File: src/rtl/vm_pkg.sv
// vm_pkg: shared definitions for the vector mask register file and its
// write-side feeder.
//   VM_NREGS       number of mask registers
//   VM_AW / VM_DW  mask register address / data widths
//   vm_wb_entry_t  one queued write: target register plus mask data
package vm_pkg;

  localparam int VM_NREGS = 8;
  localparam int VM_AW    = 3;
  localparam int VM_DW    = 128;

  typedef struct packed {
    logic [VM_AW-1:0] a;
    logic [VM_DW-1:0] d;
  } vm_wb_entry_t;

endpackage

File: src/rtl/vm_wbq_ram.sv
// vm_wbq_ram: DEPTH x vm_wb_entry_t storage for the writeback queue.
// Ports:
//   clk              core clock
//   we0/wp0/wd0      write port 0 (enable, slot index, entry)
//   we1/wp1/wd1      write port 1 (enable, slot index, entry)
//   rp0/rd0          async read port 0 (oldest entry)
//   rp1/rd1          async read port 1 (next-oldest entry)
// The two write slots are always distinct when both are enabled, so there
// is no write-write conflict to resolve. Storage has no reset: validity is
// tracked entirely by the pointers and count in the top level.
module vm_wbq_ram
  import vm_pkg::*;
#(
  parameter int DEPTH = 8
) (
  input  logic                       clk,
  input  logic                       we0,
  input  logic [$clog2(DEPTH)-1:0]   wp0,
  input  vm_wb_entry_t               wd0,
  input  logic                       we1,
  input  logic [$clog2(DEPTH)-1:0]   wp1,
  input  vm_wb_entry_t               wd1,
  input  logic [$clog2(DEPTH)-1:0]   rp0,
  output vm_wb_entry_t               rd0,
  input  logic [$clog2(DEPTH)-1:0]   rp1,
  output vm_wb_entry_t               rd1
);

  vm_wb_entry_t mem [DEPTH];

  always_ff @(posedge clk) begin
    if (we0) mem[wp0] <= wd0;
    if (we1) mem[wp1] <= wd1;
  end

  assign rd0 = mem[rp0];
  assign rd1 = mem[rp1];

endmodule

File: src/rtl/vm_writeback_queue.sv
// vm_writeback_queue: in-order FIFO between the mask-producing functional
// units and the two write ports of the 8 x 128-bit mask register file.
// Ports:
//   clk, rst               core clock, asynchronous active-high reset
//   ev0/ea0/ed0            enqueue slot 0 (older when both slots valid)
//   ev1/ea1/ed1            enqueue slot 1 (younger)
//   enq_rdy                two entries may be enqueued this cycle
//   hold                   suppress dequeue this cycle
//   wr0/wa0/i0             file write port 0 (oldest issued entry)
//   wr1/wa1/i1             file write port 1 (younger issued entry)
//   count                  occupied entries
//   pending                per-register "write still queued" flags
// Optional feature: define VM_WBQ_PENDING_EN to build the per-register
// pending scoreboard; otherwise pending is tied to zero.
module vm_writeback_queue
  import vm_pkg::*;
#(
  parameter int DEPTH = 8,
  parameter int AW    = VM_AW,
  parameter int DW    = VM_DW
) (
  input  logic                      clk,
  input  logic                      rst,
  input  logic                      ev0,
  input  logic [AW-1:0]             ea0,
  input  logic [DW-1:0]             ed0,
  input  logic                      ev1,
  input  logic [AW-1:0]             ea1,
  input  logic [DW-1:0]             ed1,
  output logic                      enq_rdy,
  input  logic                      hold,
  output logic                      wr0,
  output logic [AW-1:0]             wa0,
  output logic [DW-1:0]             i0,
  output logic                      wr1,
  output logic [AW-1:0]             wa1,
  output logic [DW-1:0]             i1,
  output logic [$clog2(DEPTH):0]    count,
  output logic [2**AW-1:0]          pending
);

  localparam int PW = $clog2(DEPTH);
  localparam int CW = PW + 1;

  logic [PW-1:0] rp, wp;
  logic [1:0]    enq_n, deq_n;
  logic          we_a, we_b;
  vm_wb_entry_t  ent_a, ent_b, rd0, rd1;

  // Ready only depends on registered occupancy, so the producers never see a
  // combinational path through hold or the dequeue decision.
  assign enq_rdy = (count <= CW'(DEPTH - 2));

  // Slot compaction: the first valid slot always lands at wp, so a lone ev1
  // becomes a single entry with no hole in the queue.
  always_comb begin
    we_a    = enq_rdy & (ev0 | ev1);
    we_b    = enq_rdy & ev0 & ev1;
    ent_a.a = ev0 ? ea0 : ea1;
    ent_a.d = ev0 ? ed0 : ed1;
    ent_b.a = ea1;
    ent_b.d = ed1;
    enq_n   = 2'd0;
    if (enq_rdy) enq_n = {1'b0, ev0} + {1'b0, ev1};
    deq_n   = 2'd0;
    if (!hold) deq_n = (count >= CW'(2)) ? 2'd2 : count[1:0];
  end

  vm_wbq_ram #(.DEPTH(DEPTH)) u_ram (
    .clk (clk),
    .we0 (we_a),
    .wp0 (wp),
    .wd0 (ent_a),
    .we1 (we_b),
    .wp1 (wp + PW'(1)),
    .wd1 (ent_b),
    .rp0 (rp),
    .rd0 (rd0),
    .rp1 (rp + PW'(1)),
    .rd1 (rd1)
  );

  // Dequeue reads only entries counted in the registered occupancy, so
  // anything written this cycle cannot issue until the next one. When only
  // one entry issues, port 1 address/data keep their previous values.
  always_ff @(posedge clk or posedge rst) begin
    if (rst) begin
      rp    <= '0;
      wp    <= '0;
      count <= '0;
      wr0   <= 1'b0;
      wa0   <= '0;
      i0    <= '0;
      wr1   <= 1'b0;
      wa1   <= '0;
      i1    <= '0;
    end else begin
      wp    <= wp + PW'(enq_n);
      rp    <= rp + PW'(deq_n);
      count <= count + CW'(enq_n) - CW'(deq_n);
      wr0   <= (deq_n != 2'd0);
      wr1   <= (deq_n == 2'd2);
      if (deq_n != 2'd0) begin
        wa0 <= rd0.a;
        i0  <= rd0.d;
      end
      if (deq_n == 2'd2) begin
        wa1 <= rd1.a;
        i1  <= rd1.d;
      end
    end
  end

`ifdef VM_WBQ_PENDING_EN
  // One occupancy counter per register; pending reflects the counts after
  // this cycle's enqueues and dequeues have been applied.
  logic [CW-1:0] reg_cnt      [2**AW];
  logic [CW-1:0] reg_cnt_next [2**AW];

  always_comb begin
    for (int r = 0; r < 2**AW; r++) begin
      reg_cnt_next[r] = reg_cnt[r];
      if (we_a && ent_a.a == AW'(r)) reg_cnt_next[r] = reg_cnt_next[r] + CW'(1);
      if (we_b && ent_b.a == AW'(r)) reg_cnt_next[r] = reg_cnt_next[r] + CW'(1);
      if (deq_n != 2'd0 && rd0.a == AW'(r)) reg_cnt_next[r] = reg_cnt_next[r] - CW'(1);
      if (deq_n == 2'd2 && rd1.a == AW'(r)) reg_cnt_next[r] = reg_cnt_next[r] - CW'(1);
    end
  end

  always_ff @(posedge clk or posedge rst) begin
    if (rst) begin
      for (int r = 0; r < 2**AW; r++) reg_cnt[r] <= '0;
      pending <= '0;
    end else begin
      for (int r = 0; r < 2**AW; r++) begin
        reg_cnt[r] <= reg_cnt_next[r];
        pending[r] <= (reg_cnt_next[r] != '0);
      end
    end
  end
`else
  assign pending = '0;
`endif

  // Enqueueing into a nearly full queue drops the entries; flag it in sim.
  a_enq_protocol: assert property (@(posedge clk) disable iff (rst)
    !((ev0 || ev1) && !enq_rdy));

endmodule

File: config.mk
export PLATFORM = sky130hd
export DESIGN_NAME = vm_writeback_queue
export DESIGN_NICKNAME = d
export VERILOG_FILES = /design/src/rtl/vm_pkg.sv /design/src/rtl/vm_wbq_ram.sv /design/src/rtl/vm_writeback_queue.sv
export SDC_FILE = /design/constraint.sdc
export NUM_CORES = 2
export LEC_CHECK = 0
export ABC_AREA = 1
export BUFFER_PORTS_ARGS = -buffer_cell sky130_fd_sc_hd__buf_2
export CAP_MARGIN = 20
export CELL_PAD_IN_SITES_DETAIL_PLACEMENT = 1
export CELL_PAD_IN_SITES_GLOBAL_PLACEMENT = 1
export CORE_MARGIN = 5
export CORE_UTILIZATION = 41
export CTS_CLUSTER_DIAMETER = 50
export DETAILED_ROUTE_END_ITERATION = 10
export PLACE_DENSITY_LB_ADDON = 0.08
export SETUP_SLACK_MARGIN = 0.15
export SLEW_MARGIN = 10
export SYNTH_ARGS = -nofsm -noshare
export SYNTH_HDL_FRONTEND = slang
export SYNTH_SLANG_ARGS = --single-unit
File: constraint.sdc
create_clock -name clk -period 10.9 [get_ports clk]
set_clock_uncertainty 0.15 [all_clocks]
set_input_delay 1.635 -clock clk [delete_from_list [all_inputs] [get_ports clk]]
set_output_delay 1.635 -clock clk [all_outputs]
set_load 0.02 [all_outputs]
Word level (Yosys, flattened, before mapping). Memories as Yosys holds them, arrays and structs flattened. A register that Yosys moved wholly into a read port is not among the register bits. Index checks and enable logic that the tools add are counted.

$lt $le $gt $ge: 2. Equal/unequal tests: 1. Reductions and logical operators: 1. $add $sub $neg: 7. Bitwise operators: 4. Multiplexer cells: 9.

Operators by type and width (count): $mux 128 (1); $add 3x1->3 const B (2); $add 3x2->3 (2); $mux 2 (3); $add 4x2->4 (1); $ge 4x2->1 const B (1); $le 4x3->1 const B (1); $mux 1 (4); $sub 4x2->4 (1); $and 1x1->1 (3); $mux 3 (1); $add 1x1->2 (1); $eq 2x2->1 const B (1); $reduce_bool 2->1 (1); $or 1x1->1 (1).

Output and inout port bits: 277. Memory bits (writable): 1048. Flip-flop bits (word level): 12. Memories: 1. Word-level logic and storage cells: 30.

Memory list: u_ram.mem (depth 8, bits a word 131, read ports 2, clocked after Yosys merged registers in 2, write ports 2, line vm_wbq_ram.sv:29) `vm_wb_entry_t mem [DEPTH];`.

Depth between registers and ports, before layout.
Depth after elaboration: 5. Mapped depth: 13. Mapped depth without buffers: 13.

Hierarchy. A second synthesis with hierarchy kept.

Cell total of the unflattened synthesis: 11214. Area total of the unflattened synthesis: 79537.5 um^2.

By module, submodules not included: vm_wbq_ram (cells an instance 9586, instances 1, seq. area each 31470.2 um^2, area each 66980.5 um^2); vm_writeback_queue (cells an instance 1628, instances 1, seq. area each 6856.6 um^2, area each 12557.0 um^2).

Worst setup path after synthesis. No wires, ideal clock.

Path type: input-to-reg. From: in ev0. To: mem u_ram.mem[1][0] in the netlist's numbering (enable). Data arrival time: 11451 ps. Required time: 9947 ps. Cell stages on the path: 6. Path slack: -1504 ps. Path buffers: 3. Cells stage by stage: buf_2 > nand2_1 > nand3b_1 > buf_6 > buf_6 > o21ai_0.

RTL lines: start: declaration (line vm_writeback_queue.sv:24) `input logic ev0,`; end: declaration (line vm_wbq_ram.sv:29).

Final worst setup path.
From: reg rp[1]. To: reg i1[63] (read register of u_ram.mem).

Longest elaborated chain between the ends: 1.

Ends and longest elaborated chain: start: declaration (line vm_writeback_queue.sv:45) `logic [PW-1:0] rp, wp;`; start signal: assignment (line vm_writeback_queue.sv:99) `rp <= rp + PW'(deq_n);`; $add 3x1->3 (line vm_writeback_queue.sv:79) `.rp1 (rp + PW'(1)),`; end: declaration (line vm_writeback_queue.sv:37) `output logic [DW-1:0] i1,`.

No other way between the ends.

==> results.json <==
{
  "cp_top_family": "buffers and inverters",
  "startpoint_type": "flop",
  "grt_max_degree": 236,
  "num_rows": 158,
  "drc": 0,
  "cts_resized": 0,
  "required_ps": 11510,
  "drive_gt1_frac": 0.09706,
  "cp_common_cell": "nand3_1",
  "critPathKind": "flop to flop",
  "synthToLayoutAreaGrowth_pct": 13.14,
  "dr.first_iter.drc_count": 5600,
  "grt_setup_unrepaired": "no",
  "slowest_stage": "dfrtp_4",
  "min_to": "i0[96]",
  "synth_seq_area_share": 0.5029,
  "wl_per_cell_um": 25.10,
  "fin_nets": 10280,
  "htree_num_levels": 4,
  "setup_viol": 0,
  "root_buffer": "clkbuf_16",
  "status": "finished clean",
  "post_cts_buffers": 0,
  "gr-total-overflow": 0,
  "p_total_mw": 27.24,
  "drt_first_pass_iters": 5,
  "die_area_um2": 194600,
  "cts-buffers-inserted": 185,
  "io_buffer_count": 535,
  "hold_viol": 0,
  "arrival_ps": 5670,
  "cts.sinks": 1322,
  "track_usage": 0.3192,
  "p_leak_nw": 37.53,
  "synth_cell_types": 27,
  "reg2reg_depth": 8,
  "routed_wirelength_mm": 317.9,
  "core_area_um2": 185200,
  "cpPeakStageDelay_ps": 1000,
  "hp-start": "i0[96]",
  "clk_pin_slew_ps": 60,
  "worst-r2r-setup-slack_ps": 5840,
  "syn_inst": 9999,
  "fp.dieW_um": 441.1,
  "placed_cells": 12280,
  "tightest_slew_ps": 1151,
  "antenna_found_initial": 33,
  "synth_seq_cells": 1322,
  "finalNonFillerCells": 12660,
  "place.gp.congestion": 0.7835,
  "holdPathStages": 2,
  "r2r-end": "i1[63]",
  "p_per_area_nw_per_um2": 315.9,
  "dp_slack_ps": 5499,
  "hpwlAfterDp_mm": 175.0,
  "synth_area_per_cell_um2": 7.621,
  "syn_area_um2": 76210,
  "min_period_over_period": 0.4643,
  "initial_core_util": 0.4114,
  "max_freq_mhz": 197.6,
  "clk_latency_ps": 840,
  "grt_pass1_vias": 73600,
  "slew_headroom": 0.2327,
  "path_max_fanout": 105,
  "finalMaxSlewViolations": 0,
  "vias_per_cell": 5.642,
  "fin_util": 0.4655,
  "tritoncts": "yes",
  "crit_chain": "ha_4 -> inv_8 -> buf_4 -> buf_4 -> nand3_1 -> nand3_1 -> nand3_1 -> nand2_1",
  "setup_slack_ps": 5839,
  "io_pins": 544,
  "vias": 71440,
  "cp_num_buf_inv": 3,
  "grt_pass1_wl_mm": 466.0,
  "cts_hold_buf": 0,
  "yosys_warnings": 0,
  "clk_path_buf_depth": 3,
  "maxCapViolations": 0,
  "die-height_um": 441.1,
  "ant_nets": 0,
  "timing.rr.start": "rp[1]",
  "ir_drop_mv": 0.3916,
  "hp-class": "flop to flop",
  "finalWorstPathRequiredPeriod_ps": 5061,
  "crit_path_end_kind": "flop"
}
==> power breakdown <==
group	leakage, nW	switching [mW]	total (mW)	internal [mW]
clock	3.14	2.46	6.42	3.96
sequential	12.8	0.840	7.99	7.15
combinational	21.5	9.57	12.8	3.25
total	37.5	12.9	27.2	14.4
==> cells in the final DEF, fill, tap and decap left out, drive strengths merged <==
cell type / netlist / final
nand2: 3681 / 3681
nand3: 1848 / 1848
inv: 1072 / 1095
o21ai: 1056 / 1056
edfxtp: 1048 / 1048
buf: 354 / 646
dfrtp: 274 / 274
clkbuf: 487 / 240
mux2i: 131 / 131
clkinv: 3 / 42
bufinv: 0 / 27
diode: 0 / 23
clkinvlp: 0 / 19
nor2: 14 / 14
ha: 12 / 12
conb: 1 / 8
nand4: 4 / 4
fa: 4 / 4
a21oi: 3 / 3
xnor2: 3 / 3
xor2: 3 / 3
nand3b: 1 / 1
==> worst reg2reg max path: cells and delay by family, from the launching register on <==
family	cells	cell delay (ps)
buffers and inverters	3	2640
and+or+nand+nor	4	590
DFF	1	1000
adders and majority gates	1	590
==> cells by family after synthesis <==
group,after synthesis,share of synthesized area
xor+xnor,6,0.0006897
compound gates,1059,0.06960
flops,1322,0.5029
other cells,1,0.00004921
fa+ha+maj,16,0.003021
mux,131,0.01721
simple gates,5548,0.3048
buf+inv,1916,0.1017
==> layer usage <==
layer  global-route usage  part of all wire  vias to the layer above
li1                     -                 -                    32510
met1               0.3871              0.40                    35790
met2               0.5481              0.48                     2374
met3              0.04020             0.055                      771
met4               0.1828             0.061                        4
met5                    0           0.00011                        -
==> flip-flops by register name, summed over array words and instances (netlist names) <==
signal,count
count,4
i0,128
i1,128
rp,3
u_ram.mem,1048
wa0,3
wa1,3
wp,3
wr0,1
wr1,1
==> Yosys cell counts <==
cell type  number  area, µm²
nor2_4          6      67.56
inv_2           3      11.26
mux2i_1       131       1311
conb_1          1      3.750
xnor2_1         3      26.28
clkbuf_1      487       1828
buf_6          22      247.7
nand3b_1        1      7.510
nor2_8          2      40.04
a21oi_1         2      10.01
nand2_1      3681      13820
ha_1           12      150.1
a21oi_2         1      8.760
buf_2         236       1181
inv_1        1069       4013
xor2_1          3      26.28
dfrtp_1       274       6857
nand3_1      1848       9249
o21ai_1         3      15.01
nor2_1          6      22.52
fa_1            4      80.08
buf_1          70      262.8
o21ai_0      1053       5270
buf_4          26      195.2
edfxtp_1     1048      31470
clkinv_1        3      11.26
nand4_1         4      25.02
==> layout make-up <==
cell class	count	area, µm²
Clock buffer	240	5112
Antenna cell	23	57.56
Timing Repair Buffer	646	3849
Fill cell	22660	99020
Clock inverter	108	1380
Tap cell	2480	3103
Inverter	1075	4080
Multi-Input combinational cell	6768	30300
Sequential cell	1322	38340
==> metrics by stage <==
| step | TNS, ps | cell area (µm²) | hold slack, ps |
|---|---|---|---|
| floorplan | -1575970 | 76230 | 351.5 |
| CTS | 0 | 85950 | 325.8 |
| finish | 0 | 86220 | 322.2 |
| global route | 0 | 86210 | 345.4 |
| detailed placement | 0 | 79460 | 311.4 |
| global placement | 0 | 79460 | 307.5 |
==> worst max-delay path by stage <==
stage | from | endpoint | slack, ps | cells after the start
floorplan | ev0 | u_ram.mem[1][0] | -1500 | 6
global placement | ev0 | u_ram.mem[7][13] | 5460 | 7
detailed placement | ev0 | u_ram.mem[7][13] | 5500 | 7
CTS | rp[1] | i1[63] | 5880 | 8
global route | rp[1] | i1[63] | 5720 | 8
finish | rp[1] | i1[63] | 5840 | 8
Note: power is estimated with default switching activity, not from simulation.
